File: src/rtl/ram_arb_pkg.sv
// ============================================================================
// Module   : ram_arb_pkg
// Purpose  : Shared types and default sizes for the RAM arbiter/initializer.
// Contents : DEF_ADDR_W / DEF_DATA_W defaults, arbiter state enum and the
//            requester-index type.
// Revision : 1.0 - initial release
// ============================================================================
`default_nettype none

package ram_arb_pkg;

  localparam int DEF_ADDR_W = 5;
  localparam int DEF_DATA_W = 3;

  typedef enum logic [0:0] {
    ST_INIT = 1'b0,
    ST_RUN  = 1'b1
  } state_t;

  // Identifies one of the two requesters (0 = user port, 1 = scanner).
  typedef logic [0:0] req_idx_t;

endpackage

`default_nettype wire

File: src/rtl/ram_arbiter_if.sv
// ============================================================================
// Module   : ram_arbiter_if
// Purpose  : Bundles the two requester command ports, the shared read-back
//            path and the single-port RAM connection of ram_arbiter.
// Modports : slave  - the arbiter (consumes requests and ram_q, drives
//                     grants, rvalids, rdata, busy and the RAM port)
//            master - the environment (requesters plus the RAM itself)
// Revision : 1.0 - initial release
// ============================================================================
`default_nettype none

interface ram_arbiter_if
  import ram_arb_pkg::*;
#(
  parameter int ADDR_W = DEF_ADDR_W,
  parameter int DATA_W = DEF_DATA_W
);

  logic              req0,   req1;
  logic              we0,    we1;
  logic [ADDR_W-1:0] addr0,  addr1;
  logic [DATA_W-1:0] wdata0, wdata1;
  logic              gnt0,   gnt1;
  logic              rvalid0, rvalid1;
  logic [DATA_W-1:0] rdata;
  logic              busy;
  logic [ADDR_W-1:0] ram_addr;
  logic [DATA_W-1:0] ram_data;
  logic              ram_wren;
  logic [DATA_W-1:0] ram_q;

  modport slave (
    input  req0, req1, we0, we1, addr0, addr1, wdata0, wdata1, ram_q,
    output gnt0, gnt1, rvalid0, rvalid1, rdata, busy,
           ram_addr, ram_data, ram_wren
  );

  modport master (
    output req0, req1, we0, we1, addr0, addr1, wdata0, wdata1, ram_q,
    input  gnt0, gnt1, rvalid0, rvalid1, rdata, busy,
           ram_addr, ram_data, ram_wren
  );

endinterface

`default_nettype wire

File: src/rtl/rr_arbiter2.sv
// ============================================================================
// Module   : rr_arbiter2
// Purpose  : Two-way round-robin pick. The grant is combinational from the
//            request vector and a priority pointer; the pointer moves to the
//            losing/idle requester on every grant.
// Ports    : clk, reset (async, active-high)
//            run  - grants are only issued while high
//            req  - request vector, bit N = requester N
//            gnt  - one-hot grant (or zero)
// Revision : 1.0 - initial release
// ============================================================================
`default_nettype none

module rr_arbiter2
  import ram_arb_pkg::*;
(
  input  logic       clk,
  input  logic       reset,
  input  logic       run,
  input  logic [1:0] req,
  output logic [1:0] gnt
);

  req_idx_t ptr_q, ptr_d;

  always_comb begin
    gnt = 2'b00;
    if (run) begin
      case (req)
        2'b01:   gnt = 2'b01;
        2'b10:   gnt = 2'b10;
        2'b11:   gnt = (ptr_q == req_idx_t'(0)) ? 2'b01 : 2'b10;
        default: gnt = 2'b00;
      endcase
    end
  end

  // Pointer names the requester that was NOT served, so a lone requester
  // still wins back-to-back while two contenders alternate.
  always_comb begin
    ptr_d = ptr_q;
    if (gnt[0]) begin
      ptr_d = req_idx_t'(1);
    end else if (gnt[1]) begin
      ptr_d = req_idx_t'(0);
    end
  end

  always_ff @(posedge clk or posedge reset) begin
    if (reset) begin
      ptr_q <= req_idx_t'(0);
    end else begin
      ptr_q <= ptr_d;
    end
  end

endmodule

`default_nettype wire

File: src/rtl/ram_arbiter.sv
// ============================================================================
// Module   : ram_arbiter
// Purpose  : Zero-fills a single-port synchronous RAM after reset, then
//            shares its port between two requesters with round-robin
//            arbitration and routes read data back with per-requester rvalid.
// Ports    : clk   - arbiter and RAM clock
//            reset - asynchronous, active-high
//            bus   - ram_arbiter_if.slave (requests, grants, read-back,
//                    busy, RAM address/data/wren/q)
// Revision : 1.0 - initial release
// ============================================================================
`default_nettype none

module ram_arbiter
  import ram_arb_pkg::*;
#(
  // Must match the widths of the connected ram_arbiter_if instance.
  parameter int ADDR_W = DEF_ADDR_W,
  parameter int DATA_W = DEF_DATA_W
)(
  input  logic         clk,
  input  logic         reset,
  ram_arbiter_if.slave bus
);

  localparam logic [ADDR_W-1:0] LAST_ADDR = {ADDR_W{1'b1}};

  state_t            state_q, state_d;
  logic [ADDR_W-1:0] cnt_q,   cnt_d;
  logic              rvalid0_q, rvalid0_d;
  logic              rvalid1_q, rvalid1_d;
  logic              run;
  logic [1:0]        gnt;

  assign run = (state_q == ST_RUN);

  rr_arbiter2 u_rr_arbiter2 (
    .clk   (clk),
    .reset (reset),
    .run   (run),
    .req   ({bus.req1, bus.req0}),
    .gnt   (gnt)
  );

  // Fill sequencing: leave INIT once the write to the last word is issued.
  always_comb begin
    state_d = state_q;
    cnt_d   = cnt_q;
    if (state_q == ST_INIT) begin
      cnt_d = cnt_q + ADDR_W'(1);
      if (cnt_q == LAST_ADDR) begin
        state_d = ST_RUN;
      end
    end
  end

  // A read grant now means ram_q holds that requester's data next cycle.
  always_comb begin
    rvalid0_d = gnt[0] & ~bus.we0;
    rvalid1_d = gnt[1] & ~bus.we1;
  end

  // RAM port mux. Idle RUN cycles park on addr0 with the write disabled.
  always_comb begin
    bus.ram_wren = 1'b0;
    bus.ram_addr = bus.addr0;
    bus.ram_data = {DATA_W{1'b0}};
    if (!run) begin
      bus.ram_wren = 1'b1;
      bus.ram_addr = cnt_q;
    end else if (gnt[0]) begin
      bus.ram_wren = bus.we0;
      bus.ram_addr = bus.addr0;
      if (bus.we0) begin
        bus.ram_data = bus.wdata0;
      end
    end else if (gnt[1]) begin
      bus.ram_wren = bus.we1;
      bus.ram_addr = bus.addr1;
      if (bus.we1) begin
        bus.ram_data = bus.wdata1;
      end
    end
  end

  always_ff @(posedge clk or posedge reset) begin
    if (reset) begin
      state_q   <= ST_INIT;
      cnt_q     <= {ADDR_W{1'b0}};
      rvalid0_q <= 1'b0;
      rvalid1_q <= 1'b0;
    end else begin
      state_q   <= state_d;
      cnt_q     <= cnt_d;
      rvalid0_q <= rvalid0_d;
      rvalid1_q <= rvalid1_d;
    end
  end

  assign bus.gnt0    = gnt[0];
  assign bus.gnt1    = gnt[1];
  assign bus.rvalid0 = rvalid0_q;
  assign bus.rvalid1 = rvalid1_q;
  assign bus.rdata   = bus.ram_q;
  assign bus.busy    = ~run;

endmodule

`default_nettype wire

File: src/flat_wrapper.sv
// flat-port wrapper written by rule: the top's interface ports become plain ports
module ram_arbiter_flat import ram_arb_pkg::*;
#(
                                                                    
  parameter int ADDR_W = DEF_ADDR_W,
  parameter int DATA_W = DEF_DATA_W
)
  (clk, reset, bus_req0, bus_req1, bus_we0, bus_we1, bus_addr0, bus_addr1, bus_wdata0, bus_wdata1, bus_ram_q, bus_gnt0, bus_gnt1, bus_rvalid0, bus_rvalid1, bus_rdata, bus_busy, bus_ram_addr, bus_ram_data, bus_ram_wren);
  ram_arbiter_if #(.ADDR_W(ADDR_W), .DATA_W(DATA_W)) bus_i ();
  input  logic clk;
  input  logic reset;
  input wire logic [$bits(bus_i.req0)-1:0] bus_req0;
  input wire logic [$bits(bus_i.req1)-1:0] bus_req1;
  input wire logic [$bits(bus_i.we0)-1:0] bus_we0;
  input wire logic [$bits(bus_i.we1)-1:0] bus_we1;
  input wire logic [$bits(bus_i.addr0)-1:0] bus_addr0;
  input wire logic [$bits(bus_i.addr1)-1:0] bus_addr1;
  input wire logic [$bits(bus_i.wdata0)-1:0] bus_wdata0;
  input wire logic [$bits(bus_i.wdata1)-1:0] bus_wdata1;
  input wire logic [$bits(bus_i.ram_q)-1:0] bus_ram_q;
  output wire logic [$bits(bus_i.gnt0)-1:0] bus_gnt0;
  output wire logic [$bits(bus_i.gnt1)-1:0] bus_gnt1;
  output wire logic [$bits(bus_i.rvalid0)-1:0] bus_rvalid0;
  output wire logic [$bits(bus_i.rvalid1)-1:0] bus_rvalid1;
  output wire logic [$bits(bus_i.rdata)-1:0] bus_rdata;
  output wire logic [$bits(bus_i.busy)-1:0] bus_busy;
  output wire logic [$bits(bus_i.ram_addr)-1:0] bus_ram_addr;
  output wire logic [$bits(bus_i.ram_data)-1:0] bus_ram_data;
  output wire logic [$bits(bus_i.ram_wren)-1:0] bus_ram_wren;
  assign bus_i.req0 = bus_req0;
  assign bus_i.req1 = bus_req1;
  assign bus_i.we0 = bus_we0;
  assign bus_i.we1 = bus_we1;
  assign bus_i.addr0 = bus_addr0;
  assign bus_i.addr1 = bus_addr1;
  assign bus_i.wdata0 = bus_wdata0;
  assign bus_i.wdata1 = bus_wdata1;
  assign bus_i.ram_q = bus_ram_q;
  assign bus_gnt0 = bus_i.gnt0;
  assign bus_gnt1 = bus_i.gnt1;
  assign bus_rvalid0 = bus_i.rvalid0;
  assign bus_rvalid1 = bus_i.rvalid1;
  assign bus_rdata = bus_i.rdata;
  assign bus_busy = bus_i.busy;
  assign bus_ram_addr = bus_i.ram_addr;
  assign bus_ram_data = bus_i.ram_data;
  assign bus_ram_wren = bus_i.ram_wren;
  ram_arbiter #(.ADDR_W(ADDR_W), .DATA_W(DATA_W)) u_core (.clk(clk), .reset(reset), .bus(bus_i));
endmodule
File: config.mk
export PLATFORM = sky130hd
export DESIGN_NAME = ram_arbiter_flat
export DESIGN_NICKNAME = d
export VERILOG_FILES = /design/src/rtl/ram_arb_pkg.sv /design/src/rtl/ram_arbiter_if.sv /design/src/rtl/rr_arbiter2.sv /design/src/rtl/ram_arbiter.sv /design/src/flat_wrapper.sv
export SDC_FILE = /design/constraint.sdc
export NUM_CORES = 1
export LEC_CHECK = 0
export ABC_AREA = 1
export CORE_MARGIN = 2
export CORE_UTILIZATION = 35
export DETAILED_ROUTE_END_ITERATION = 7
export MAX_ROUTING_LAYER = met4
export PLACE_DENSITY = 0.77
export SLEW_MARGIN = 30
export SYNTH_ARGS = -nofsm -noshare
export SYNTH_HDL_FRONTEND = slang
export SYNTH_SLANG_ARGS = --single-unit
File: constraint.sdc
create_clock -name clk -period 1.7 [get_ports clk]
set_clock_uncertainty 0.15 [all_clocks]
set_input_delay 0.34 -clock clk [delete_from_list [all_inputs] [get_ports clk]]
set_output_delay 0.34 -clock clk [all_outputs]
set_load 0.02 [all_outputs]
==> flow_metrics.tcl, run 1 <==
set metrics [dict create \
    antenna_cells 0 \
    crit_start "u_core.u_rr_arbiter2.ptr_q" \
    cap_violations 0 \
    switching_share_pct 30.93 \
    fillers 150 \
    critPathMostFrequentCell "nand2_2" \
    final_util_pct 70.99 \
    ir_drop_mv 0.4229 \
    routed_wl_mm 2.250 \
    finalSetupViolCount 11 \
    cpMaxStageDelayCell "dfrtp_1" \
    r2r_start "u_core.cnt_q[0]" \
    fin_ws_ns -0.1523 \
    ant_nets 0 \
    outcome "finished, violations left" \
    clock-sinks 9 \
    worstMarginPinSlew_ns 0.3344 \
    core_sq_um 1764 \
    path_cells "buf_4 -> nand2_4 -> nand3_4 -> nor2_4 -> nand2_2 -> nand2_2 -> buf_6" \
    grt_max_degree 10 \
    critical_path.max_fanout 4 \
    layout_common_cells "nand2_1, buf_4, clkdlybuf4s50_1" \
    ff_latch_area_sq_um 225.2 \
    grt_pass1_vias 693 \
    die_area_sq_um 2267 \
    report.final.hold_viol_count 0 \
    dieWidth_microns 47.61 \
    synthCells 90 \
    cts_root_buf "clkbuf_4" \
    num-nets-final 173 \
    num_rows 15 \
    critPathRequiredTime_ns 1.21 \
    p_int_w 0.0004660 \
    drc 0 \
    p_sw_w 0.0002087 \
    pwr-share-clk_pct 24.4 \
    drt_iter0_markers 6 \
    worstPathArrival_ns 1.36 \
    final_common_cell "nand2_1" \
    pwr-share-seq_pct 33.1 \
    slew_headroom_pct 77.68 \
    slowest_delay_ns 0.38 \
    clock.fmax_mhz 539.9 \
    vias 768 \
    cts_buffers 3 \
    die_h_microns 47.61 \
    synth_cell_type_count 21 \
    comb_power_share_pct 42.5 \
    finalMaxSlewViolations 0 \
    synth_top_area_cell "dfrtp_1" \
    rsz0062_at_grt "yes" \
    hpwl_mm 1.525 \
    syn_nets 117 \
    ctsHoldBuffers 0 \
    grt_usage_pct 19.79 \
    synthToLayoutAreaGrowth_pct 88.16 \
    multiInputGateArea_sq_um 395.4 \
    finalSetupTns_ns -1.141 \
    path_clk_slew_ns 0.06 \
    cts_buffer_depth 2 \
    synth.avg_cell_area_sq_um 7.396 \
    pwr_density_cell_nw_per_um2 538.7 \
    path_class "reg -> out" \
    synth_top_area_share_pct 33.83 \
    antenna_found_initial 0 \
    start_kind "register" \
    start_util_pct 37.73 \
    violations "negative setup slack" \
    min_path_type "in -> async" \
    grt_pass1_wl_mm 3.001 \
    synth-seq-cells 9 \
    io_pins 42 \
    min_period_over_period_pct 109.0 \
    end_kind "primary output" \
    port_buffers 35 \
    p_leak_nw 0.7036 \
    cts_tree "built" \
    netlist_area_sq_um 665.6 \
    first_pass_iters 6 \
    avgRoutedWirePerCell_microns 13.24 \
    pre_cts_ws_ns -0.8689 \
    synthTopCellsByArea "dfrtp_1, nand2_1, inv_1" \
    insertion_delay_ns 0.26 \
    ys_warn_count 0 \
    avgViaCountPerCell 4.518 \
    htreeDepth 1 \
    period_minus_slack_ns 1.852 \
    gp_congestion 0.7699 \
    overflow 0 \
    drive_gt1_share_pct 40.00 \
    yosysSeqAreaShare_pct 33.83 \
]
==> state kept, by name (all words and copies together) (netlist names) <==
signal                      cells
u_core.bus.rvalid0              1
u_core.bus.rvalid1              1
u_core.u_rr_arbiter2.ptr_q      1
u_core.cnt_q                    5
u_core.run                      1
==> path summary, 6_finish.rpt <==
check / to / slack, ns / cells after the start
min: u_core.cnt_q[1] / 0.18 / 2
max reg2reg: u_core.run / 0.13 / 6
max in group asynchronous: u_core.u_rr_arbiter2.ptr_q / 0.97 / 2
min in group clk: u_core.cnt_q[4] / 0.37 / 2
min reg2reg: u_core.cnt_q[4] / 0.37 / 2
max: bus_ram_data[1] / -0.15 / 7
==> per-stage QoR <==
step                      area [sq um]  hold WS, ns   power, W  cells
after floorplan                  665.6      0.01792  0.0003386     90
after global routing              1252       0.2240  0.0007065    170
after detailed placement          1095       0.3506  0.0004556    157
after global placement            1095       0.3428  0.0004517    157
final                             1252       0.1812  0.0006746    170
after CTS                         1205       0.1851  0.0006552    168
==> cells in the mapped netlist, drive strengths merged <==
cell type / number
xor2: 2
nor3: 1
nand2: 32
nand3: 9
dfrtp: 9
nand3b: 4
nand4: 1
nor2: 8
a21oi: 1
xnor2: 1
ha: 2
buf: 6
or2: 1
o21ai: 1
inv: 12
==> layout make-up <==
type | instances | area share (%)
repair buffers | 57 | 42.26
multi-input cells | 63 | 31.57
flip-flops and latches | 9 | 17.98
inverters | 12 | 3.596
well taps | 25 | 2.498
clock buffers | 4 | 2.098
==> power groups by stage <==
stage	combinational [W]	sequential, W	clock (W)
finish	0.000287	0.000223	0.000165
CTS	0.000262	0.000224	0.000170
global route	0.000304	0.000223	0.000179
detailed placement	0.000229	0.000227	0
global placement	0.000225	0.000227	0
floorplan	0.000108	0.000230	0
==> cell families (layout without fill, tap and decap cells) <==
group	after synthesis	after routing	synth area share, %
xor+xnor	3	3	3.948
flops	9	9	33.84
buf+inv	18	73	14.28
fa+ha+maj	2	2	3.759
simple gates	56	56	42.67
compound gates	2	2	1.502
==> critical path: cells and delay by family (launching register included) <==
family                 cells  cell delay [ns]
DFF                        1             0.38
and+or+nand+nor            5             0.46
buffers and inverters      2             0.26
==> metal layers <==
| metal | up-vias | track usage, % | part of all wire (%) |
|---|---|---|---|
| met2 | 19 | 33.78 | 56 |
| met3 | 6 | 1.132 | 3.8 |
| met1 | 359 | 23.60 | 39 |
| met5 | - | - | 0 |
| met4 | 0 | 9.730 | 2.0 |
| li1 | 384 | - | - |
==> timing repair <==
item,4_1_cts,5_1_grt
gates resized for setup,78,12
pin swaps,11,13
setup buffers,7,2
endpoints found under the setup margin,12,14
Note: power is estimated with default switching activity, not from simulation.
==> inputs of run 2 (changes only) <==
--- a/config.mk
+++ b/config.mk
@@ -9,9 +9,10 @@
 export CORE_MARGIN = 2
 export CORE_UTILIZATION = 35
 export DETAILED_ROUTE_END_ITERATION = 7
+export HOLD_SLACK_MARGIN = 0.1
 export MAX_ROUTING_LAYER = met4
 export PLACE_DENSITY = 0.77
-export SLEW_MARGIN = 30
+export SLEW_MARGIN = 25
 export SYNTH_ARGS = -nofsm -noshare
 export SYNTH_HDL_FRONTEND = slang
 export SYNTH_SLANG_ARGS = --single-unit
==> results of run 2 <==
Final layout, timing and power as in run 1 (identical DEF).
==> inputs of run 3 (changes only) <==
--- a/config.mk
+++ b/config.mk
@@ -7,11 +7,11 @@
 export LEC_CHECK = 0
 export ABC_AREA = 1
 export CORE_MARGIN = 2
-export CORE_UTILIZATION = 35
+export CORE_UTILIZATION = 38
 export DETAILED_ROUTE_END_ITERATION = 7
 export HOLD_SLACK_MARGIN = 0.1
 export MAX_ROUTING_LAYER = met4
-export PLACE_DENSITY = 0.77
+export PLACE_DENSITY = 0.83
 export SLEW_MARGIN = 25
 export SYNTH_ARGS = -nofsm -noshare
 export SYNTH_HDL_FRONTEND = slang
==> constraint.sdc (replaced) <==
create_clock -name clk -period 2.34 [get_ports clk]
set_clock_uncertainty 0.15 [all_clocks]
set_input_delay 0.468 -clock clk [delete_from_list [all_inputs] [get_ports clk]]
set_output_delay 0.468 -clock clk [all_outputs]
set_load 0.02 [all_outputs]
==> flow_metrics.tcl, run 3 (synthesis gave the netlist of run 1 again) <==
set metrics [dict create \
    start_kind "register" \
    clock.fmax_mhz 459.2 \
    fin_area_sq_um 1044 \
    largest-register "u_core.cnt_q" \
    ir_drop_mv 0.2386 \
    cts_buffer_depth 2 \
    period_minus_slack_ns 2.178 \
    finalSetupTns_ns 0 \
    holdWs_ns 0.3084 \
    finalSetupViolCount 0 \
    place_area_sq_um 1017 \
    io_pins 42 \
    min_period_over_period_pct 93.06 \
    ant_nets 0 \
    finalMaxSlewViolations 0 \
    num-nets-final 155 \
    path_class "reg -> out" \
    htreeDepth 1 \
    switching_share_pct 32.14 \
    die_area_sq_um 2103 \
    start_util_pct 39.41 \
    path_clk_slew_ns 0.07 \
    pwr-share-seq_pct 36.4 \
    drive_gt1_share_pct 14.96 \
    vias 683 \
    grt_pass1_vias 637 \
    worstMarginPinSlew_ns 0.3791 \
    core_sq_um 1689 \
    final_common_cell "nand2_1" \
    pwr_density_cell_nw_per_um2 425.8 \
    outcome "finished clean" \
    cts_buffers 3 \
    dieWidth_microns 45.86 \
    rsz0062_at_grt "no" \
    p_sw_w 0.0001428 \
    drc 0 \
    worstPathArrival_ns 1.56 \
    critPathRequiredTime_ns 1.72 \
    grt_usage_pct 19.02 \
    die_h_microns 45.86 \
    gp_congestion 0.7184 \
    min_path_type "in -> async" \
    clock-sinks 9 \
    avgViaCountPerCell 4.743 \
    grt_max_degree 13 \
    cap_violations 0 \
    routed_wl_mm 1.784 \
    antenna_cells 0 \
    dp.cells 140 \
    p_leak_nw 0.5627 \
    pwr-share-clk_pct 29.6 \
    critical_path.max_fanout 12 \
    insertion_delay_ns 0.28 \
    largest_reg_flops 5 \
    slew_headroom_pct 74.70 \
    p_int_w 0.0003015 \
    grt_pass1_wl_mm 2.670 \
    post-cts-setup-buffers 0 \
    drt_iter0_markers 12 \
    end_kind "primary output" \
    report.final.hold_viol_count 0 \
    layout_common_cells "nand2_1, clkdlybuf4s50_1, inv_1" \
    hpwl_mm 1.340 \
    first_pass_iters 4 \
    comb_power_share_pct 34.0 \
    cts_root_buf "clkbuf_4" \
    num_rows 15 \
    cts_tree "built" \
    avgRoutedWirePerCell_microns 12.39 \
    port_buffers 35 \
    antenna_found_initial 0 \
    overflow 0 \
    layout.cells.non_filler 144 \
    synthToLayoutAreaGrowth_pct 56.77 \
]
## run 3: cell count changes in the layout (fill, tap and decap cells not counted), moves of 4 or more
cell,delta
buf_4,-18
buf_6,-11
nand2_1,+6
dlygate4sd2_1,+5
nand2_2,-5
nand3_1,+4
## run 3: worst paths after layout
| check | startpoint | cells past startpoint | to | slack (ns) |
|---|---|---|---|---|
| worst max-delay path | u_core.run | 2 | bus_busy | 0.16 |
| worst min-delay path | reset | 2 | u_core.bus.rvalid1 | 0.31 |
| worst max register to register | u_core.cnt_q[0] | 5 | u_core.run | 0.86 |
| worst min register to register | u_core.cnt_q[0] | 1 | u_core.cnt_q[0] | 0.39 |
| max in group asynchronous | reset | 2 | u_core.cnt_q[0] | 1.46 |
| min in group clk | u_core.cnt_q[0] | 1 | u_core.cnt_q[0] | 0.39 |
## run 3: power groups by stage
| stage | clock (W) | combinational (W) | sequential (W) |
|---|---|---|---|
| global route | 0.000133 | 0.000164 | 0.000162 |
| detailed placement | 0 | 0.000161 | 0.000165 |
| CTS | 0.000128 | 0.000152 | 0.000162 |
| finish | 0.000131 | 0.000151 | 0.000162 |
| global placement | 0 | 0.000160 | 0.000165 |
| floorplan | 0 | 0.0000786 | 0.000167 |
## run 3: through the flow
stage	setup slack (ns)	total power, W	util (%)
final	0.1623	0.0004443	61.78
after global routing	0.1115	0.0004592	61.78
after CTS	0.005731	0.0004425	61.63
after detailed placement	-0.3529	0.0003260	60.22
after global placement	-0.3385	0.0003244	60.22
after floorplan	0.6304	0.0002460	-
## run 3: final cells by class
cell class	instances	area (sq um)
Fill cell	148	645.6
Clock buffer	4	26.28
Inverter	12	45.04
Timing Repair Buffer	39	380.4
Multi-Input combinational cell	63	345.3
Sequential cell	9	225.2
Tap cell	17	21.27
## run 3: metal layers
layer	vias to the layer above	GRT usage [%]	wire length [microns]
li1	347	-	-
met4	0	13.14	49
met2	30	30.83	870
met5	-	-	0
met3	5	5.159	134
met1	301	19.66	730
## run 3: critical path, stage by stage, from the launching register on
cell             delay, ns
dfrtp_1               0.42
inv_2                 0.21
clkdlybuf4s50_1       0.65
## run 3: timing repair
action,CTS,global route
hold endpoints to repair,0,0
hold buffers,0,0
gates resized for setup,22,1
pin swaps,1,2
endpoints found under the setup margin,11,9
